## config.mk

```make
export PLATFORM = sky130hd
export DESIGN_NAME = sdram_line_fetcher
export DESIGN_NICKNAME = d
export VERILOG_FILES = /design/src/rtl/sdram_line_fetcher.sv
export SDC_FILE = /design/constraint.sdc
export NUM_CORES = 1
export LEC_CHECK = 0
export ABC_AREA = 1
export CAP_MARGIN = 20
export CORE_MARGIN = 5
export CORE_UTILIZATION = 50
export DETAILED_ROUTE_END_ITERATION = 6
export DONT_BUFFER_PORTS = 1
export MAX_ROUTING_LAYER = met4
export PLACE_DENSITY_LB_ADDON = 0.12
export RECOVER_POWER = 100
export SYNTH_ARGS = -nofsm -noshare
export SYNTH_HDL_FRONTEND = slang
export SYNTH_SLANG_ARGS = --single-unit
```

## constraint.sdc

```tcl
create_clock -name Clk -period 7.3 [get_ports Clk]
set_input_delay 0 -clock Clk [delete_from_list [all_inputs] [get_ports Clk]]
set_output_delay 0 -clock Clk [all_outputs]
set_load 0.01 [all_outputs]
```

## src/rtl/sdram_line_fetcher.sv

```systemverilog
// Avalon-MM pipelined read master: fetches a run of consecutive SDRAM words
// and streams them through a credit-protected FIFO onto a ready/valid port.
module sdram_line_fetcher #(
    parameter int FIFO_DEPTH = 16,
    parameter int CNT_W      = 10
) (
    input  logic             Clk,
    input  logic             Reset,
    input  logic             start,
    input  logic [24:0]      base_addr,
    input  logic [CNT_W-1:0] word_count,
    output logic [24:0]      sdram_mm_address,
    output logic [3:0]       sdram_mm_byteenable_n,
    output logic             sdram_mm_chipselect,
    output logic [31:0]      sdram_mm_writedata,
    output logic             sdram_mm_read_n,
    output logic             sdram_mm_write_n,
    input  logic [31:0]      sdram_mm_readdata,
    input  logic             sdram_mm_readdatavalid,
    input  logic             sdram_mm_waitrequest,
    output logic [31:0]      pix_data,
    output logic             pix_valid,
    input  logic             pix_ready,
    output logic             busy,
    output logic             done
);
    localparam int AW  = $clog2(FIFO_DEPTH);
    localparam int PW  = AW + 1;
    localparam int PW1 = PW + 1;

    typedef enum logic [1:0] {IDLE, ISSUE, DRAIN} state_t;
    state_t state, state_nx;

    logic [24:0]      addr;
    logic [CNT_W-1:0] remaining, rx_left, rx_left_nx;
    logic [PW-1:0]    pending, pending_nx, stale, fifo_count, fifo_count_nx;
    logic [PW-1:0]    wr_ptr, rd_ptr;
    logic [31:0]      mem [FIFO_DEPTH];
    logic             cs, read_n, done_r, ovf;
    logic             acc, beat, beat_stale, start_ok, pop, full, push_ok;
    logic             cs_nx, done_nx;
    logic [PW1-1:0]   credit_sum, stale_sum;

    // Reads still in flight when Reset hit are counted in 'stale' and their
    // beats are swallowed, so they never reach the FIFO or the new counters.
    assign acc        = cs & ~sdram_mm_waitrequest;
    assign beat       = sdram_mm_readdatavalid & (stale == '0);
    assign beat_stale = sdram_mm_readdatavalid & (stale != '0);
    assign start_ok   = (state == IDLE) & start & ~done_r & (stale == '0);

    assign fifo_count = wr_ptr - rd_ptr;
    assign full       = (fifo_count == PW'(FIFO_DEPTH));
    assign pix_valid  = (fifo_count != '0);
    assign pix_data   = mem[rd_ptr[AW-1:0]];
    assign pop        = pix_valid & pix_ready;
    assign push_ok    = beat & (~full | pop);

    assign rx_left_nx    = rx_left - CNT_W'(beat);
    assign pending_nx    = pending + PW'(acc) - PW'(beat);
    assign fifo_count_nx = fifo_count + PW'(push_ok) - PW'(pop);
    assign credit_sum    = {1'b0, pending_nx} + {1'b0, fifo_count_nx};
    assign stale_sum     = {1'b0, stale} + {1'b0, pending} + PW1'(acc);

    always_ff @(posedge Clk) begin
        if (Reset) state <= IDLE;
        else       state <= state_nx;
    end

    always_comb begin
        state_nx = state;
        case (state)
            IDLE:    if (start_ok && word_count != '0) state_nx = ISSUE;
            ISSUE:   if (acc && remaining == CNT_W'(1)) state_nx = DRAIN;
            DRAIN:   if (rx_left_nx == '0) state_nx = IDLE;
            default: state_nx = IDLE;
        endcase
    end

    // Strobes are registered, so the credit check looks at next-cycle counts.
    always_comb begin
        cs_nx   = (state_nx == ISSUE) && (credit_sum < PW1'(FIFO_DEPTH));
        done_nx = ((state == DRAIN) && (rx_left_nx == '0)) ||
                  (start_ok && (word_count == '0));
    end

    always_ff @(posedge Clk) begin
        if (Reset) begin
            cs        <= 1'b0;
            read_n    <= 1'b1;
            addr      <= '0;
            remaining <= '0;
            rx_left   <= '0;
            pending   <= '0;
            wr_ptr    <= '0;
            rd_ptr    <= '0;
            done_r    <= 1'b0;
            ovf       <= 1'b0;
            stale     <= (stale_sum == '0) ? '0 :
                         PW'(stale_sum - PW1'(sdram_mm_readdatavalid));
        end else begin
            cs      <= cs_nx;
            read_n  <= ~cs_nx;
            done_r  <= done_nx;
            pending <= pending_nx;
            if (beat_stale) stale <= stale - PW'(1);
            if (start_ok && word_count != '0) begin
                addr      <= base_addr;
                remaining <= word_count;
                rx_left   <= word_count;
            end else begin
                if (acc) begin
                    addr      <= addr + 25'd1;
                    remaining <= remaining - CNT_W'(1);
                end
                rx_left <= rx_left_nx;
            end
            if (push_ok) wr_ptr <= wr_ptr + PW'(1);
            if (pop)     rd_ptr <= rd_ptr + PW'(1);
            if (beat && full && !pop) ovf <= 1'b1;
        end
    end

    always_ff @(posedge Clk) begin
        if (push_ok) mem[wr_ptr[AW-1:0]] <= sdram_mm_readdata;
    end

    assert property (@(posedge Clk) disable iff (Reset) !ovf);

    assign sdram_mm_address      = addr;
    assign sdram_mm_chipselect   = cs;
    assign sdram_mm_read_n       = read_n;
    assign sdram_mm_byteenable_n = 4'b0000;
    assign sdram_mm_writedata    = 32'd0;
    assign sdram_mm_write_n      = 1'b1;
    assign busy                  = (state != IDLE);
    assign done                  = done_r;
endmodule
```

Word-level counts from Yosys, hierarchy flattened
Memories as Yosys holds them, arrays and structs flattened. A register that Yosys moved wholly into a read port is not among the register bits.
Cells that the tools add are included.
{"block": "word_totals", "ff_bits": 70, "ramBits": 512, "inputBits": 73, "mem_count": 1}
{"block": "classes", "n_addsub": 15, "order_cmp": 1, "n_eq_ne": 5, "n_mux": 16, "n_bitwise": 13, "n_reduce_logical": 17}
{"memory": "mem", "depth": 16, "width": 32, "read_ports": 1, "rd_clocked_by_memory_dff": 1, "write_ports": 1, "line_no": "38", "rtl": "logic [31:0] mem [FIFO_DEPTH];"}
{"op": "2-to-1 mux 25 bit", "n": 2}
{"op": "2-to-1 mux 10 bit", "n": 3}
{"op": "adder 25 x 1 -> 25 bit (second input constant)", "n": 1}
{"op": "zero test 10 bit", "n": 2}
{"op": "2-to-1 mux 5 bit", "n": 3}
{"op": "subtractor 5 x 1 -> 5 bit", "n": 3}
{"op": "adder 5 x 5 -> 6 bit", "n": 2}
{"op": "adder 5 x 1 -> 5 bit", "n": 2}
{"op": "adder 5 x 1 -> 5 bit (second input constant)", "n": 2}
{"op": "== test 10 x 1 -> 1 bit (second input constant)", "n": 1}
{"op": "nonzero test 10 bit", "n": 1}
{"op": "nonzero test 5 bit", "n": 2}
{"op": "subtractor 10 x 1 -> 10 bit", "n": 1}
{"op": "subtractor 10 x 1 -> 10 bit (second input constant)", "n": 1}
{"op": "AND 1 bit", "n": 8}
{"op": "2-to-1 mux 4 bit", "n": 2}
{"op": "adder 6 x 1 -> 6 bit", "n": 1}
{"op": "zero test 6 bit", "n": 1}
{"op": "< comparator 6 x 5 -> 1 bit (second input constant)", "n": 1}
{"op": "2-to-1 mux 2 bit", "n": 3}
{"op": "one-hot mux 2 bit (3 select lines)", "n": 1}
{"op": "nonzero test 2 bit", "n": 3}
{"op": "== test 5 bit (second input constant)", "n": 1}
{"op": "logical AND 1 bit", "n": 5}
{"op": "10 further kinds", "n": 15}

Logic depth before layout (Yosys ltp)
{"block": "depth", "depth_word": 11, "depth_mapped": 24}

Worst setup path after synthesis
Ideal clock, no wire load.
{"block": "synth_timing", "kind": "reg2reg", "startpoint": "register wr_ptr[0]", "endpoint": "memory mem[7][0], enable pin", "arrival_ns": 4.177, "required_time_ns": 6.839, "path_slack_ns": 2.662, "path_stages_with_launch": 15, "path_cell_list": "dfxtp_1 inv_1 ha_1 inv_1 fa_1 xor2_1 inv_1 ha_1 nand3_1 nor2_1 nand2_1 nand2_2 inv_2 nand2_1 nor3_1"}
{"block": "synth_between", "elab_chain_cells": 7, "elab_cells_between_ends": 9, "cone_classes": "add/sub (1); eq/ne (1); mux (2); bitwise (4); reduce/logical (1)"}
{"item": "start: declaration", "line_no": "37", "rtl": "logic [PW-1:0] wr_ptr, rd_ptr;"}
{"item": "start signal: assignment", "line_no": "117", "rtl": "if (push_ok) wr_ptr <= wr_ptr + PW'(1);"}
{"item": "subtractor 5 bit", "line_no": "51", "rtl": "assign fifo_count = wr_ptr - rd_ptr;"}
{"item": "nonzero test 5 bit or == test 5 bit (tied branches)", "line_no": "53, 52"}
{"item": "AND 1 bit or inverter 1 bit (tied branches)", "line_no": "55, 56"}
{"item": "bitwise OR 1 bit", "line_no": "56", "rtl": "assign push_ok = beat & (~full | pop);"}
{"item": "AND 1 bit", "line_no": "56"}
{"item": "2-to-1 mux 1 bit", "line_no": "124", "rtl": "if (push_ok) mem[wr_ptr[AW-1:0]] <= sdram_mm_readdata;"}
{"item": "2-to-1 mux 1 bit (not written as such)", "line_no": "124"}
{"item": "end: declaration", "line_no": "38"}
Parallel ways exist; a longest one is shown, timed or not.

Worst setup path in the final report
{"block": "layout_timing", "startpoint": "register wr_ptr[0]", "endpoint": "memory mem[4][3], enable pin"}
The elaborated chain is that of the path after synthesis.

==> summary.md <==
| Metric | Value |
|---|---|
| Skew-Pair Late Insertion Delay | `0.61 ns` |
| Maximum clock insertion buffer count | `3` |
| Routed WL | `62300 microns` |
| Maximum clock rate | `0.182 GHz` |
| DR vias/cell | `5.55` |
| Vias in the first global route | `16026` |
| Status | `finished, violations left` |
| Clock Sinks | `between 500 and 600` |
| CP Max Fanout | `19` |
| Psw | `0.00234 W` |
| Max Clock Skew | `0.0112 ns` |
| Die Wd | `237 microns` |
| Peak VDD IR | `between 0.15 and 0.2 mV` |
| Comb pwr share | `0.183` |
| Tcrit/Tclk final | `0.751` |
| Die span in y | `237 microns` |
| Critical path data required time | `7.50 ns` |
| Crit start category | `flop` |
| FF+latch count, synth | `~590` |
| Switching share of power | `0.281` |
| Hold Vio Cnt, Final | `0` |
| Sequential cell area fraction in the yosys report | `0.657` |
| Worst setup EP type | `flop` |
| Drt wl/cell | `between 20 and 25 microns` |
| Setup Fix Bufs, Post-CTS | `0` |
| Worst-margin pin slew | `3.42 ns` |
| GR Overflow Total | `0` |
| Pint | `roughly 0.0060 W` |
| Num rows | `83` |
| Clock power share | `0.356` |
| GRT Util Overall | `0.224` |
| Gpl congestion | `0.882` |
| Die area | `0.0561 sq mm` |
| Buffers on Ports | `0` |
| Unrepaired setup endpoints after global routing | `no` |
| Ports | `172` |
| Pre-CTS setup slack | `a little over 3 ns` |
| Vias | `16342` |
| Power per cell area | `between 200 and 300 mW/mm^2` |
| Worst hold-check path type | `primary input to flop` |
| Initial Util | `0.503` |
| Fin Setup TNS | `0 ns` |
| Failing checks | `max-capacitance violations, max-slew violations` |
| CTS tree | `yes` |
| Count of final setup violators | `0` |
| Final antenna-violating net count | `0` |
| Final slew viol count | `between 500 and 600` |
| Final WS setup | `~1.8 ns` |
| P&R area growth vs syn | `11.8%` |
| DRC Markers | `0` |
| Largest net degree at the start of global routing | `206` |
| H-tree depth | `2` |
| Setup CP Type | `flop to flop` |
| Unique masters post-synth | `42` |
| Min cycle time layout | `5.48 ns` |
| Design Power | `0.00832 W` |
| Max-slew headroom | `-1.28` |
| Mapped Area | `0.0257 sq mm` |
| Synth Instances | `~2200` |
| Drt first pass iters | `7` |
| Clock root buffer | `clkbuf_16` |
| Flop pwr share | `0.461` |
| Critical path arrival | `5.69 ns` |
| Area of the core | `0.0512 sq mm` |
| Pleak | `10.1 nW` |
| Initial antenna violation count | `2` |
| DR iter-0 viols | `1223` |
| CTS Buf Count | `61` |
| Clock transition at path regs | `0.07 ns` |
| Nets | `between 2000 and 2500` |
| HPWL after detailed placement | `36100 microns` |
| Synthesis Warnings | `0` |
| Syn_area_per_cell | `around 12 sq um` |
| Ratio of cells with drive above 1 in the final layout | `0.0508` |
| Maxcap violations | `22` |
| First-pass GRT wire length | `95900 microns` |
-- sequential cells by signal (all words and copies together) (netlist names), named ones only --
signal and count:
mem 512, sdram_mm_address 25, remaining 10, rx_left 10, pending 5, rd_ptr 5
stale 5, wr_ptr 5, state 2, done 1, sdram_mm_chipselect 1, sdram_mm_read_n 1
-- cells in the final DEF, fill, tap and decap left out, drive strengths merged, types with 34 or more instances in the layout --
master / n
clkbuf: 91
a21oi: 180
dfxtp: 69
clkinv: 34
edfxtp: 517
mux2i: 128
nor2: 96
nand2: 233
o211ai: 128
conb: 37
dlygate4sd3: 81
o21ai: 200
ha: 37
nand3: 91
inv: 237
-- per-stage QoR --
stage,hold WS (ns),cell area (sq um),utilization,cells
2_1_floorplan,0.0989,25900,-,2194
6_report,0.144,28800,0.562,2947
4_1_cts,0.0547,29100,0.568,2944
3_3_place_gp,0.0757,26200,0.512,2747
5_1_grt,0.134,28800,0.562,2947
3_5_place_dp,0.0772,26300,0.514,2753
-- critical path, stage by stage, from the launching register on --
cell,delay (ns)
dfxtp_1,0.34
inv_1,0.15
ha_1,0.17
inv_1,0.06
fa_1,0.41
xor2_1,0.23
inv_1,0.09
ha_1,0.20
nand3_1,0.09
nor2_1,0.05
nand2_1,0.07
nand2_1,0.19
inv_1,0.25
nand2_1,0.18
nor2_1,1.21
clkbuf_1,1.36
-- per-layer routing --
metal,track usage,vias up,part of all wire
li1,-,7742,-
met3,0.0406,91,0.061
met1,0.310,8064,0.44
met5,-,-,0
met2,0.352,445,0.47
met4,0.0458,0,0.020
-- cell usage after synthesis --
library cell    n  area share
a21oi_1       179       0.035
a21oi_2         1     0.00034
a31o_2          1     0.00034
a31oi_1         3     0.00073
and2_1          1     0.00024
and3_1          1     0.00024
buf_1          11      0.0016
buf_2          16      0.0031
buf_4          54       0.016
buf_6           4      0.0018
clkbuf_1       60      0.0088
clkinv_1        2     0.00029
conb_1          2     0.00029
dfxtp_1        69       0.054
edfxtp_1      517        0.60
fa_1            5      0.0039
ha_1           37       0.018
inv_1         227       0.033
inv_2           8      0.0012
mux2i_1       128       0.050
nand2_1       228       0.033
nand2_2         3     0.00073
nand2_4         2     0.00088
nand3_1        90       0.018
nand3_2         1     0.00039
nand3b_1       10      0.0029
nand4_1         8      0.0019
nor2_1         95       0.014
nor2_2          1     0.00024
nor3_1         15      0.0029
nor3_2          1     0.00039
nor3_4          1     0.00063
nor3b_2         1     0.00049
o211ai_1      128       0.037
o21ai_0       193       0.038
o21ai_1         7      0.0014
o21bai_1        3     0.00088
or2_1           4     0.00097
or2_2           2     0.00049
xnor2_1        12      0.0041
xor2_1         27      0.0092
xor2_2          1     0.00063
-- cells by family (layout without fill, tap and decap cells) --
logic type / Yosys count / after routing / synth area share
buf+inv: 382 / 453 / 0.0656
simple gates: 464 / 464 / 0.0781
mux: 128 / 128 / 0.0498
xor+xnor: 40 / 40 / 0.0139
other cells: 2 / 39 / 0.000292
flops: 586 / 586 / 0.657
compound gates: 515 / 515 / 0.113
fa+ha+maj: 42 / 42 / 0.0219
-- path summary, 6_finish.rpt --
check                                   from  depth (start not counted)  slack [ns]                   to
worst max-delay path               wr_ptr[0]                         15        1.82            mem[4][3]
worst min-delay path            base_addr[5]                          3        0.14  sdram_mm_address[5]
worst max register to register     wr_ptr[0]                         15        1.82            mem[4][3]
worst min register to register     rd_ptr[3]                          2        0.52                 flop
-- final cells by class --
cell class	instances	area (sq um)
repair buffers	107	961
inverters	237	892
clock inverters	39	305
multi-input cells	1226	7240
well taps	680	851
fillers	4273	22400
diodes	2	5.00
clock buffers	70	1590
flip-flops and latches	586	16900
-- power groups by stage --
stage / combinational [W] / sequential (W) / clock, W
finish: 0.00153 / 0.00383 / 0.00296
global route: 0.00173 / 0.00384 / 0.00316
CTS: 0.00153 / 0.00383 / 0.00302
detailed placement: 0.00144 / 0.00390 / 0
global placement: 0.00142 / 0.00390 / 0
floorplan: 0.00117 / 0.00385 / 0
-- what timing repair did --
item,CTS,global route
hold buffers,82,0
gates resized for setup,0,0
hold endpoints to repair,591,0
(Power assumes the default switching activity.)
